**config.mk**
```make
export PLATFORM = sky130hd
export DESIGN_NAME = rvv_backend_alu_issue_flat
export DESIGN_NICKNAME = d
export VERILOG_FILES = /design/src/rtl/rvv_backend_alu_issue_if.sv /design/src/rtl/rvv_backend_alu_issue.sv /design/src/flat_wrapper.sv
export SDC_FILE = /design/constraint.sdc
export NUM_CORES = 1
export LEC_CHECK = 0
export ABC_AREA = 1
export CAP_MARGIN = 20
export CORE_AREA = 2 2 665 667
export CTS_BUF_LIST = sky130_fd_sc_hd__clkbuf_2
export CTS_CLUSTER_DIAMETER = 100
export CTS_CLUSTER_SIZE = 20
export DETAILED_ROUTE_END_ITERATION = 6
export DIE_AREA = 0 0 667 669
export GPL_TIMING_DRIVEN = 1
export PLACE_DENSITY = 0.33
export SYNTH_ARGS = -nofsm -noshare
export SYNTH_HDL_FRONTEND = slang
export SYNTH_SLANG_ARGS = --single-unit
export TNS_END_PERCENT = 5
```
**constraint.sdc**
```tcl
create_clock -name clk -period 19.1 [get_ports clk]
set_input_delay 4.775 -clock clk [delete_from_list [all_inputs] [get_ports clk]]
set_output_delay 4.775 -clock clk [all_outputs]
set_load 0.01 [all_outputs]
```
**src/rtl/rvv_backend_alu_issue_if.sv**
```systemverilog
// ALU issue stage bundle: RS head, ALU lanes, ROB retire, flush and stall count.
// master = issue stage, slave = surrounding RS/ALU/ROB environment.
interface rvv_backend_alu_issue_if #(
    parameter int NUM_LANE = 2,
    parameter int UOP_W    = 256,
    parameter int RES_W    = 160,
    parameter int CNT_W    = 32
);
    localparam int VCW = $clog2(NUM_LANE + 1);

    logic [VCW-1:0]            rs_valid_cnt;
    logic [NUM_LANE*UOP_W-1:0] alu_uop_rs2ex;
    logic [NUM_LANE-1:0]       pop_ex2rs;
    logic [NUM_LANE-1:0]       lane_en;
    logic [NUM_LANE-1:0]       ex_uop_valid;
    logic [NUM_LANE*UOP_W-1:0] ex_uop;
    logic [NUM_LANE-1:0]       ex_ready;
    logic [NUM_LANE*RES_W-1:0] ex_result;
    logic [NUM_LANE-1:0]       result_valid_ex2rob;
    logic [NUM_LANE*RES_W-1:0] result_ex2rob;
    logic [NUM_LANE-1:0]       result_ready_rob2alu;
    logic                      trap_flush_rvv;
    logic [CNT_W-1:0]          stall_cnt;

    modport master (
        input  rs_valid_cnt, alu_uop_rs2ex, lane_en, ex_ready, ex_result,
        input  result_ready_rob2alu, trap_flush_rvv,
        output pop_ex2rs, ex_uop_valid, ex_uop, result_valid_ex2rob,
        output result_ex2rob, stall_cnt
    );

    modport slave (
        output rs_valid_cnt, alu_uop_rs2ex, lane_en, ex_ready, ex_result,
        output result_ready_rob2alu, trap_flush_rvv,
        input  pop_ex2rs, ex_uop_valid, ex_uop, result_valid_ex2rob,
        input  result_ex2rob, stall_cnt
    );
endinterface

```
**src/rtl/rvv_backend_alu_issue.sv**
```systemverilog
// In-order prefix issue from the ALU RS to NUM_LANE lanes, with a small
// per-lane result FIFO toward the ROB, trap flush and a saturating stall counter.
module rvv_backend_alu_issue #(
    parameter int NUM_LANE  = 2,
    parameter int UOP_W     = 256,
    parameter int RES_W     = 160,
    parameter int BUF_DEPTH = 2,
    parameter int CNT_W     = 32
) (
    input logic                   clk,
    input logic                   rst_n,
    rvv_backend_alu_issue_if.master io
);
    localparam int VCW = $clog2(NUM_LANE + 1);
    localparam int PW  = (BUF_DEPTH > 1) ? $clog2(BUF_DEPTH) : 1;
    localparam int CW  = $clog2(BUF_DEPTH + 1);

    logic [RES_W-1:0]    r_buf [NUM_LANE][BUF_DEPTH];
    logic [PW-1:0]       r_wp  [NUM_LANE];
    logic [PW-1:0]       r_rp  [NUM_LANE];
    logic [CW-1:0]       r_cnt [NUM_LANE];
    logic [CNT_W-1:0]    r_stall;

    logic [NUM_LANE-1:0] w_vld;
    logic [NUM_LANE-1:0] w_rv;
    logic [NUM_LANE-1:0] w_deq;
    logic [NUM_LANE-1:0] w_space;
    logic [NUM_LANE-1:0] w_go;
    logic [NUM_LANE-1:0] w_pop;
    logic                w_stall_inc;

    function automatic logic [PW-1:0] f_inc(input logic [PW-1:0] p);
        return (p == PW'(BUF_DEPTH - 1)) ? '0 : p + PW'(1);
    endfunction

    // Valid/go per lane; pop is the running AND so issue stays an in-order prefix.
    always_comb begin
        w_vld   = '0;
        w_rv    = '0;
        w_deq   = '0;
        w_space = '0;
        w_go    = '0;
        w_pop   = '0;
        for (int k = 0; k < NUM_LANE; k++) begin
            w_vld[k]   = rst_n && (VCW'(k) < io.rs_valid_cnt) &&
                         io.lane_en[k] && !io.trap_flush_rvv;
            w_rv[k]    = (r_cnt[k] != '0);
            w_deq[k]   = w_rv[k] && io.result_ready_rob2alu[k];
            w_space[k] = (r_cnt[k] < CW'(BUF_DEPTH)) || w_deq[k];
            w_go[k]    = w_vld[k] && io.ex_ready[k] && w_space[k];
        end
        w_pop[0] = w_go[0];
        for (int k = 1; k < NUM_LANE; k++)
            w_pop[k] = w_pop[k-1] && w_go[k];
    end

    assign w_stall_inc = rst_n && (io.rs_valid_cnt != '0) && !w_pop[0] &&
                         !io.trap_flush_rvv && (r_stall != '1);

    assign io.pop_ex2rs           = w_pop;
    assign io.ex_uop_valid        = w_vld;
    assign io.ex_uop              = io.alu_uop_rs2ex;
    assign io.result_valid_ex2rob = w_rv;
    assign io.stall_cnt           = r_stall;

    always_comb begin
        io.result_ex2rob = '0;
        for (int k = 0; k < NUM_LANE; k++)
            io.result_ex2rob[k*RES_W +: RES_W] = r_buf[k][r_rp[k]];
    end

    always_ff @(posedge clk or negedge rst_n) begin
        if (!rst_n) begin
            for (int k = 0; k < NUM_LANE; k++) begin
                r_wp[k]  <= '0;
                r_rp[k]  <= '0;
                r_cnt[k] <= '0;
            end
            r_stall <= '0;
        end else begin
            for (int k = 0; k < NUM_LANE; k++) begin
                if (io.trap_flush_rvv) begin
                    r_wp[k]  <= '0;
                    r_rp[k]  <= '0;
                    r_cnt[k] <= '0;
                end else begin
                    if (w_pop[k]) r_wp[k] <= f_inc(r_wp[k]);
                    if (w_deq[k]) r_rp[k] <= f_inc(r_rp[k]);
                    unique case ({w_pop[k], w_deq[k]})
                        2'b10:   r_cnt[k] <= r_cnt[k] + CW'(1);
                        2'b01:   r_cnt[k] <= r_cnt[k] - CW'(1);
                        default: r_cnt[k] <= r_cnt[k];
                    endcase
                end
            end
            if (w_stall_inc) r_stall <= r_stall + CNT_W'(1);
        end
    end

    // Payload storage needs no reset; validity lives in r_cnt.
    always_ff @(posedge clk) begin
        for (int k = 0; k < NUM_LANE; k++)
            if (w_pop[k]) r_buf[k][r_wp[k]] <= io.ex_result[k*RES_W +: RES_W];
    end

    a_vcnt_legal: assert property (@(posedge clk) disable iff (!rst_n)
        io.rs_valid_cnt <= VCW'(NUM_LANE));

    a_pop_therm: assert property (@(posedge clk) disable iff (!rst_n)
        (w_pop & (w_pop + NUM_LANE'(1))) == '0);

    for (genvar g = 0; g < NUM_LANE; g++) begin : g_sva
        a_no_ovf: assert property (@(posedge clk) disable iff (!rst_n)
            !(w_pop[g] && (r_cnt[g] == CW'(BUF_DEPTH)) && !w_deq[g]));
    end
endmodule
```
**src/flat_wrapper.sv**
```systemverilog
// flat-port wrapper written by rule: the top's interface ports become plain ports
module rvv_backend_alu_issue_flat 
#(
    parameter int NUM_LANE  = 2,
    parameter int UOP_W     = 256,
    parameter int RES_W     = 160,
    parameter int BUF_DEPTH = 2,
    parameter int CNT_W     = 32
)
  (clk, rst_n, io_rs_valid_cnt, io_alu_uop_rs2ex, io_lane_en, io_ex_ready, io_ex_result, io_result_ready_rob2alu, io_trap_flush_rvv, io_pop_ex2rs, io_ex_uop_valid, io_ex_uop, io_result_valid_ex2rob, io_result_ex2rob, io_stall_cnt);
  rvv_backend_alu_issue_if #(.NUM_LANE(NUM_LANE), .UOP_W(UOP_W), .RES_W(RES_W), .CNT_W(CNT_W)) io_i ();
  input logic clk;
  input logic rst_n;
  input wire logic [$bits(io_i.rs_valid_cnt)-1:0] io_rs_valid_cnt;
  input wire logic [$bits(io_i.alu_uop_rs2ex)-1:0] io_alu_uop_rs2ex;
  input wire logic [$bits(io_i.lane_en)-1:0] io_lane_en;
  input wire logic [$bits(io_i.ex_ready)-1:0] io_ex_ready;
  input wire logic [$bits(io_i.ex_result)-1:0] io_ex_result;
  input wire logic [$bits(io_i.result_ready_rob2alu)-1:0] io_result_ready_rob2alu;
  input wire logic [$bits(io_i.trap_flush_rvv)-1:0] io_trap_flush_rvv;
  output wire logic [$bits(io_i.pop_ex2rs)-1:0] io_pop_ex2rs;
  output wire logic [$bits(io_i.ex_uop_valid)-1:0] io_ex_uop_valid;
  output wire logic [$bits(io_i.ex_uop)-1:0] io_ex_uop;
  output wire logic [$bits(io_i.result_valid_ex2rob)-1:0] io_result_valid_ex2rob;
  output wire logic [$bits(io_i.result_ex2rob)-1:0] io_result_ex2rob;
  output wire logic [$bits(io_i.stall_cnt)-1:0] io_stall_cnt;
  assign io_i.rs_valid_cnt = io_rs_valid_cnt;
  assign io_i.alu_uop_rs2ex = io_alu_uop_rs2ex;
  assign io_i.lane_en = io_lane_en;
  assign io_i.ex_ready = io_ex_ready;
  assign io_i.ex_result = io_ex_result;
  assign io_i.result_ready_rob2alu = io_result_ready_rob2alu;
  assign io_i.trap_flush_rvv = io_trap_flush_rvv;
  assign io_pop_ex2rs = io_i.pop_ex2rs;
  assign io_ex_uop_valid = io_i.ex_uop_valid;
  assign io_ex_uop = io_i.ex_uop;
  assign io_result_valid_ex2rob = io_i.result_valid_ex2rob;
  assign io_result_ex2rob = io_i.result_ex2rob;
  assign io_stall_cnt = io_i.stall_cnt;
  rvv_backend_alu_issue #(.NUM_LANE(NUM_LANE), .UOP_W(UOP_W), .RES_W(RES_W), .BUF_DEPTH(BUF_DEPTH), .CNT_W(CNT_W)) u_core (.clk(clk), .rst_n(rst_n), .io(io_i));
endmodule
```
==> impl_metrics.ini <==
[cts]
htree_levels = 2
cts_tree = built
ctsResizeCount = 0
cts_root_buffer = clkbuf_2
clock_path_buffers = 3
post-cts-setup-buffers = 0
cts.sinks = 680
clkSlewWorstSetupHoldPaths_ps = 370
postCtsHoldBufs = 0
clock_latency_ps = 1640
cts_buffers = 47

[floorplan]
dieArea_mm2 = 0.446
rows = 244
initial_utilization_pct = 6.75
core_area_mm2 = 0.440
die_h_um = 669
io_pins = 1713
die_w_um = 667

[logic_synthesis]
synth_most_common_cell = nand2_1
yosys-top-cells-area = edfxtp_1 65%, nand2_1 14%, buf_4 13%
yosysUniqueCellTypes = 29
synth_top_cell_by_area = edfxtp_1
synth_edf_count = 640
synth-async-reset-ratio_pct = 5.88
avgSynthCellArea_um2 = 11.4
ys_top_cells_by_count = 1144 x nand2_1, 640 x edfxtp_1, 512 x buf_4
synth_flop_cell = edfxtp_1
ys_seq_elements = 680
synth-seq-area-share_pct = 68.2
ys.warnings.count = 0
synthCells = 2596
netlist.area_leader.share_pct = 64.8
syn_area_mm2 = 0.0297
synth_fp_nets = 3440

[layout]
drive_above_1_share_pct = 4.72
final_util_pct = 9.19
fin_nets = 3614
syn2layout_area_growth_pct = 36.2
finalNonFillerCells = 8591

[job]
cap_violations = 0

[setup_path]
slowest_delay_ps = 890
timing.rr.start = u_core.r_cnt[1]
cp.buffers_inverters = 5
worst_path_most_repeated_cell = inv_1
worstReg2RegEnd = u_core.r_buf[0][362]
slowest_stage = clkdlybuf4s50_1
r2r_slack_ps = 14280
criticalPathCategory = input port to output pin
cp_top_family = buffers and inverters
crit_fanout = 42
worstPathCellList = buf_2, buf_4, inv_1, nor2_1, nand3_1, nor2_2, nand2_1, inv_1, clkdlybuf4s50_1
reg2regPathDepth = 9
startpoint_type = input port
critical_path_required_ps = 14320
crit_arrival_ps = 7410
cp-end-kind = output pin

[timing]
max_slew.worst_pin.slew_ps = 1070
period_needed_ps = 12190
skew_ps = 288
slew_viol_final = 0
max_slew_margin_pct = 28.9
setup_violations = 0
finalHoldViolCount = 0
rsz0062_at_grt = no
timing.fmax_mhz = 82.0
tns_ps = 0
finalCritPeriodShare_pct = 63.8

[route]
drt_iter0_drc = 843
wl_per_cell_um = 27.8
drc = 0
vias_per_cell = 2.19
vias = 18800
wl_mm = 239
dr.pass1.iters = 5
antenna_left = 0

[worst_hold_path]
min_from = u_core.io.stall_cnt[1]
worstHoldPathCells = 2
holdPathEnd = u_core.io.stall_cnt[1]
min_path_type = register to register

[global_routing]
grt_max_degree = 85
globalRouteTotalUtil_pct = 10.1
grt_use_met2_pct = 19.2
grt.busiest_layer = met2
globalRoute.totalOverflow = 0
gr-usage-met1_pct = 4.80
antenna_found_initial = 39
grt_pass1_vias = 18600
met3_usage_pct = 11.0
grt_pass1_wl_mm = 277

[power_and_ir_drop]
leakage_nw = 13.0
irDropWorstVdd_v = 0.0000533
pwr_density_cell_mw_per_mm2 = 73.2

[place]
numPlacedInstances = 8501
dpl.hpwl_mm = 203
io_buffers = 688
gp_congestion = 0.971

[outcome]
outcome = finished clean
metal layers:
layer	up-vias	part of all wire [%]
met5	-	0.17
met4	40	6.1
met3	304	23
met2	1457	54
met1	8706	17
li1	8278	-
per-stage QoR:
step | hold WS, ps | total power, W | setup slack (ps) | area (µm²)
6_report | 596 | 0.00296 | 6910 | 40400
5_1_grt | 622 | 0.00313 | 6600 | 40400
4_1_cts | 599 | 0.00306 | 6710 | 40400
3_5_place_dp | 542 | 0.00236 | 6720 | 39800
3_3_place_gp | 531 | 0.00236 | 6570 | 39800
2_1_floorplan | 524 | 0.00202 | 6280 | 29700
worst max path at each step:
stage,start,cells after the start,slack (ps),endpoint
2_1_floorplan,rst_n,6,6280,u_core.r_buf[0][320]
3_3_place_gp,rst_n,9,6570,io_pop_ex2rs[1]
3_5_place_dp,io_result_ready_rob2alu[1],6,6720,io_pop_ex2rs[1]
4_1_cts,rst_n,9,6710,io_pop_ex2rs[1]
5_1_grt,rst_n,9,6600,io_pop_ex2rs[1]
6_report,rst_n,9,6910,io_pop_ex2rs[1]
logic make-up (layout without fill, tap and decap cells):
kind of cell    Yosys count  in the layout  share of synthesized area, %
simple gates           1259           1259                          16.5
buf+inv                 625            826                          14.5
xor+xnor                 16             16                         0.472
other cells               0             13                             0
flops                   680            680                          68.2
fa+ha+maj                 1              1                        0.0422
compound gates           15             15                         0.253
cell usage in the layout, fill, tap and decap left out, types with 2 or more instances in the layout:
master	n
nand2_1	1144
clkdlybuf4s50_1	687
edfxtp_1	640
clkbuf_2	58
nor2_1	57
dfrtp_1	38
inv_1	33
buf_4	23
nand3_1	15
diode_2	13
nand2_2	12
nand3b_1	12
xnor2_1	11
o21ai_1	7
nor2_4	7
inv_6	6
o21ai_0	6
xor2_1	5
nand4_1	4
nor2_2	3
inv_8	3
clkinv_8	3
clkinv_1	2
inv_2	2
nand2_4	2
a21oi_1	2
inv_16	2
inv_12	2
dfrtp_4	2
power breakdown:
group	switching, W	internal, W	leakage (nW)
logic	0.000356	0.000278	6.37
clock network	0.000537	0.000120	0.356
registers	0.0000233	0.00165	6.31
worst register-to-register path: stages, from the launching register on:
cell and delay, ps:
dfrtp_1 610, inv_1 160, o21ai_1 230, nor2_1 240, nand2_1 190, nor2_4 130, buf_4 450, buf_4 660
buf_4 760, buf_4 770
state kept, by name (all words and copies together) (netlist names):
signal               flops
u_core.r_buf           640
u_core.io.stall_cnt     32
u_core.r_wp              2
u_core.r_rp              2
u_core.r_cnt             4
final cells by class:
type | instances | area [µm²]
clock inverters | 18 | 233
clock buffers | 58 | 290
inverters | 38 | 158
fillers | 50600 | 399000
flip-flops and latches | 680 | 20200
repair buffers | 712 | 7080
multi-input cells | 1291 | 5170
diodes | 13 | 32.5
well taps | 5781 | 7230
(Power assumes the default switching activity.)
